<file path="src/rtl/remap_table_ctrl.sv">
// Command sequencer for the 128x7 channel remap regfile: single write, clear, rotated-identity fill, check.
// Optional feature macro: REMAP_CHECK_EN (compare/mismatch logic for CHECK; without it CHECK just reports err).
module remap_table_ctrl #(
    parameter int DEPTH = 128,
    parameter int CNT_W = 8
) (
    input  logic             clk,
    input  logic             reset,
    input  logic             cmd_valid,
    output logic             cmd_ready,
    input  logic [1:0]       cmd_op,
    input  logic [6:0]       cmd_addr,
    input  logic [6:0]       cmd_data,
    output logic             rf_we,
    output logic             rf_reset,
    output logic [6:0]       rf_wr_addr,
    output logic [6:0]       rf_data,
    input  logic [6:0]       rf_rd_debug,
    output logic             busy,
    output logic             done,
    output logic             err,
    output logic [6:0]       err_addr,
    output logic [CNT_W-1:0] err_cnt
);

    typedef enum logic [2:0] {
        S_IDLE, S_WRITE, S_CLEAR, S_FILL, S_CHECK, S_DONE
    } state_t;

    typedef struct packed {
        logic [6:0] addr;
        logic [6:0] data;
    } cmd_t;

    localparam logic [1:0] OP_WRITE = 2'b00;
    localparam logic [1:0] OP_CLEAR = 2'b01;
    localparam logic [1:0] OP_FILL  = 2'b10;
    localparam logic [1:0] OP_CHECK = 2'b11;
    localparam logic [6:0] LAST_IDX = 7'(DEPTH - 1);
    localparam logic [7:0] DEPTH_8  = 8'(DEPTH);

    state_t state, state_nxt;
    cmd_t   cmd_q;
    logic   accept;
    logic   last_idx;
    logic   addr_ok;
    logic   addr_ok_q;

    // rf_wr_addr doubles as the sweep index for FILL/CHECK
    assign accept    = cmd_valid && cmd_ready;
    assign last_idx  = (rf_wr_addr == LAST_IDX);
    assign addr_ok   = ({1'b0, cmd_addr} < DEPTH_8);
    assign addr_ok_q = ({1'b0, cmd_q.addr} < DEPTH_8);

    assign cmd_ready = (state == S_IDLE);
    assign busy      = (state != S_IDLE);
    assign done      = (state == S_DONE);

    always_ff @(posedge clk) begin
        if (reset) begin
            state <= S_IDLE;
            cmd_q <= '0;
        end else begin
            state <= state_nxt;
            if (accept) begin
                cmd_q.addr <= cmd_addr;
                cmd_q.data <= cmd_data;
            end
        end
    end

    always_comb begin
        state_nxt = state;
        case (state)
            S_IDLE: begin
                if (accept) begin
                    case (cmd_op)
                        OP_WRITE: state_nxt = S_WRITE;
                        OP_CLEAR: state_nxt = S_CLEAR;
                        OP_FILL:  state_nxt = S_FILL;
                        default:  state_nxt = S_CHECK;
                    endcase
                end
            end
            S_WRITE, S_CLEAR: state_nxt = S_DONE;
            S_FILL:           if (last_idx) state_nxt = S_DONE;
`ifdef REMAP_CHECK_EN
            S_CHECK:          if (last_idx) state_nxt = S_DONE;
`else
            S_CHECK:          state_nxt = S_DONE;
`endif
            S_DONE:           state_nxt = S_IDLE;
            default:          state_nxt = S_IDLE;
        endcase
    end

    // Write-port strobes are launched one edge ahead so they are registered outputs
    always_ff @(posedge clk) begin
        if (reset) begin
            rf_we      <= 1'b0;
            rf_reset   <= 1'b0;
            rf_wr_addr <= '0;
            rf_data    <= '0;
        end else begin
            rf_we    <= 1'b0;
            rf_reset <= 1'b0;
            case (state)
                S_IDLE: begin
                    if (accept) begin
                        case (cmd_op)
                            OP_WRITE: begin
                                rf_we      <= addr_ok;
                                rf_wr_addr <= cmd_addr;
                                rf_data    <= cmd_data;
                            end
                            OP_CLEAR: rf_reset <= 1'b1;
                            OP_FILL: begin
                                rf_we      <= 1'b1;
                                rf_wr_addr <= '0;
                                rf_data    <= cmd_data;
                            end
                            default: rf_wr_addr <= '0;
                        endcase
                    end
                end
                S_FILL: begin
                    if (!last_idx) begin
                        rf_we      <= 1'b1;
                        rf_wr_addr <= rf_wr_addr + 7'd1;
                        rf_data    <= rf_data + 7'd1;
                    end
                end
`ifdef REMAP_CHECK_EN
                S_CHECK: begin
                    if (!last_idx) rf_wr_addr <= rf_wr_addr + 7'd1;
                end
`endif
                default: ;
            endcase
        end
    end

`ifdef REMAP_CHECK_EN
    logic [6:0] exp_val;
    logic       mismatch;

    assign exp_val  = rf_wr_addr + cmd_q.data;
    assign mismatch = (state == S_CHECK) && (rf_rd_debug != exp_val);

    always_ff @(posedge clk) begin
        if (reset) begin
            err      <= 1'b0;
            err_addr <= '0;
            err_cnt  <= '0;
        end else if (accept) begin
            err      <= 1'b0;
            err_addr <= '0;
            err_cnt  <= '0;
        end else begin
            if (state == S_WRITE) err <= !addr_ok_q;
            if (mismatch) begin
                err <= 1'b1;
                if (!err) err_addr <= rf_wr_addr;
                if (err_cnt != {CNT_W{1'b1}}) err_cnt <= err_cnt + 1'b1;
            end
        end
    end
`else
    logic unused_chk;

    assign unused_chk = ^{rf_rd_debug, cmd_q.data};
    assign err_addr   = '0;
    assign err_cnt    = '0;

    always_ff @(posedge clk) begin
        if (reset) begin
            err <= 1'b0;
        end else if (accept) begin
            err <= 1'b0;
        end else begin
            if (state == S_WRITE) err <= !addr_ok_q;
            if (state == S_CHECK) err <= 1'b1;
        end
    end
`endif

endmodule

</file>
<file path="config.mk">
export PLATFORM = sky130hd
export DESIGN_NAME = remap_table_ctrl
export DESIGN_NICKNAME = d
export VERILOG_FILES = /design/src/rtl/remap_table_ctrl.sv
export SDC_FILE = /design/constraint.sdc
export NUM_CORES = 1
export LEC_CHECK = 0
export CORE_AREA = 4 4 61 63
export CTS_BUF_LIST = sky130_fd_sc_hd__clkbuf_4 sky130_fd_sc_hd__clkbuf_8 sky130_fd_sc_hd__clkbuf_16
export DETAILED_ROUTE_END_ITERATION = 7
export DIE_AREA = 0 0 65 67
export HOLD_SLACK_MARGIN = 0.02
export PLACE_DENSITY = 0.86
export SETUP_SLACK_MARGIN = 0.3
export SKIP_LAST_GASP = 1
export SLEW_MARGIN = 20
export SYNTH_ARGS = -nofsm -noshare
export SYNTH_HDL_FRONTEND = slang
export SYNTH_SLANG_ARGS = --single-unit
</file>
<file path="constraint.sdc">
create_clock -name clk -period 3.9 [get_ports clk]
set_clock_uncertainty 0.2 [all_clocks]
set_input_delay 0.39 -clock clk [delete_from_list [all_inputs] [get_ports clk]]
set_output_delay 0.39 -clock clk [all_outputs]
set_load 0.05 [all_outputs]
</file>
==> results.toml <==
[yosys]
synth_area_per_cell_um2 = 7.82
synth_largest_type_area_fraction_pct = 29.1
post_synth_num_cell_types = 44
synth_top_cell_by_area = "dfxtp_1"
synthArstFlopShare_pct = 0
number_of_synthesized_flops_with_an_enable_pin = 0
ys_seq_area_share_pct = 29.1
yosysMostFrequentCell = "dfxtp_1"
synth_ff_type = "dfxtp_1"
synth.area.top_cells = "dfxtp_1 29%, buf_4 8.2%, ha_1 5.5%"
syn_area_mm2 = 0.00138
syn_inst = 176
ys_ff_latch = 20
synthesis.yosys.warnings = 0
synthTopCellsByCount = "20 x dfxtp_1, 18 x nand2_1, 15 x buf_4"

[grt]
grt_pass1_vias = 1248
wire_length_of_the_first_global_routing_pass_um = 5700
grt_max_degree = 25
antenna_found_initial = 0
remaining_overflow_grt = 0
grt_overall_usage_pct = 16.6

[pwr]
power_switching_uw = 296
power_report.internal_total_uw = 433
total_leakage_power_nw = 0.664
clock_power_share_pct = 24.2
totalPowerFinal_uw = 729
netSwitchingFraction_pct = 40.6
power.density_mw_per_mm2 = 416
max-vdd-ir-drop_mv = 0.178
power.sequential.fraction_pct = 35.4
combPwrFrac_pct = 40.4

[sta]
final.setup.tns_ns = 0
fin_crit_sh_pct = 71.1
final_hold_viol_count = 0
final_max_slew_viol_count = 0
headroom_to_the_max_slew_limit_pct = 53.2
maxClockFrequency_mhz = 361
finalHoldWorstSlack_ns = 0.316
timing.final.crit_period_ns = 2.77
setup_repair_after_global_routing_missed_its_margin = "false"
postLayoutSetupSlackWorst_ns = 1.13
transition_time_at_the_pin_with_the_least_slew_margin_ns = 0.700
setup_viol = 0

[cts]
clock_insertion_delay_worst_skew_ns = 0.32
number_of_gates_given_a_new_drive_strength_after_cts = 0
clock_tree_buf_depth = 2
root_buffer = "clkbuf_4"
path_clk_slew_ns = 0.12
cts_made_buffers = 3
post-cts-setup-buffer-count = 0
postCtsHoldBufs = 0
cts_max_level = 1
tritoncts = "built"
cts_num_sinks = 20

[critical_path]
worst-setup-path-type = "flop to output pin"
critPathLaunchType = "flop"
reg2regPathDepth = 5
rr_endpoint = "rf_wr_addr[2]$_SDFFE_PP0P_"
worst_r2r_startpoint = "state[2]$_SDFFE_PP0P_"
crit_arrival_ns = 2.18
reg2reg_slack_ns = 1.77
category_of_the_worst_setup_path_capture_point = "output pin"
cp_data_required_time_ns = 3.31
critical_path_peak_fanout = 9

[finish]
finish.utilization_pct = 54.3
finish.cell_count_without_fillers = 253
postLayoutCellArea_mm2 = 0.00175
syn_to_final_growth_pct = 27.5
drive_above_1_share_pct = 6.28
antenna_cells_inserted = 0
layout.nets = 240

[floorplan]
rows = 21
boundaryPins = 61
start_util_pct = 42.6
die_height_um = 67
dieArea_mm2 = 0.00436
placeableCoreArea_mm2 = 0.00323
die_x_um = 65

[routing]
route.vias.total = 1367
viasPerCell = 5.40
drt_drc_violations_left = 0
wirelength_um = 3440
drt_pass1_iterations = 4
routed_wire_length_per_instance_um = 13.6
final_antenna_net_count = 0
drt-initial-drc-count = 93

[placed_design]
pre_cts_slack_ns = 1.37
placedInstanceArea_mm2 = 0.00170
hpwl_um = 2430
dp.cells = 249
gpl.final_weighted_congestion = 0.829
port_buffers = 38

[outcome]
status = "complete, no violations"

[worst_hold_path]
hold_path_startpoint = "err$_SDFFE_PP0P_"
worst_hold_path_type = "flop to flop"
hold_end = "err$_SDFFE_PP0P_"
hold_crit_depth = 2

[flow_run]
timing.max_cap.violations = 0
==> worst max-delay path by stage <==
stage / startpoint / endpoint / slack (ns)
3_3_place_gp: cmd_valid / rf_data[6]$_SDFFE_PP0P_ / 1.38
3_5_place_dp: cmd_valid / rf_data[6]$_SDFFE_PP0P_ / 1.37
6_report: state[1]$_SDFFE_PP0P_ / cmd_ready / 1.13
5_1_grt: state[1]$_SDFFE_PP0P_ / cmd_ready / 1.02
2_1_floorplan: state[1]$_SDFFE_PP0P_ / state[0]$_SDFFE_PP0P_ / 0.85
4_1_cts: state[1]$_SDFFE_PP0P_ / cmd_ready / 1.10
==> sequential cells by signal (all words and copies together), names as in the netlist <==
signal	flops
rf_we	1
err	1
rf_wr_addr	7
rf_reset	1
state	3
rf_data	7
==> cell type report <==
| cell class | count | area [um2] |
|---|---|---|
| Sequential cell | 20 | 400 |
| Fill cell | 322 | 1480 |
| Multi-Input combinational cell | 137 | 826 |
| Timing Repair Buffer | 40 | 395 |
| Clock inverter | 1 | 30.0 |
| Inverter | 6 | 22.5 |
| Tap cell | 46 | 57.6 |
| Clock buffer | 3 | 22.5 |
==> layer usage <==
metal	GRT usage, %	vias to the layer above	share of wire (%)
li1	-	679	-
met5	0	-	0
met2	28.1	46	48
met3	2.70	5	6.5
met1	20.7	637	44
met4	6.60	0	1.5
==> worst max-delay path, cell delays in order, from the launching register on <==
cell and delay (ns):
dfxtp_1 0.41, nor3_1 0.54, clkdlybuf4s50_1 0.92
==> placed cells by master (no fill, tap or decap), types with 2 or more instances in the layout <==
cell type	Yosys	routed
clkdlybuf4s50_1	0	38
dfxtp_1	20	20
nand2_1	18	18
conb_1	1	15
nand3_1	12	12
o21ai_0	12	12
a21oi_1	9	9
nor3_1	8	8
nor2_1	8	8
ha_1	6	6
inv_1	5	5
a31oi_1	5	5
a22oi_1	4	4
a311oi_1	3	3
and2_1	3	3
clkbuf_4	0	3
nand3b_1	2	2
nand4_1	2	2
nor3b_1	2	2
o22ai_1	2	2
or4_1	2	2
a221oi_2	2	2
a31o_1	2	2
o221ai_1	2	2
buf_4	15	2
==> power groups by stage <==
stage               Clock (mW)  Combinational [mW]  Sequential, mW
global route             0.187               0.315           0.263
finish                   0.177               0.294           0.258
global placement             0               0.292           0.261
floorplan                    0               0.173           0.313
detailed placement           0               0.294           0.262
CTS                      0.183               0.295           0.258
==> logic make-up after synthesis <==
logic type | synth area share (%)
xor gates and xnor gates | 0.636
and+or+nand+nor | 23.8
other | 0.272
adders and majority gates | 5.45
AOI/OAI and AO/OA | 26.0
DFF | 29.1
buffers and inverters | 14.7
Power figures use the tool's default switching activity.
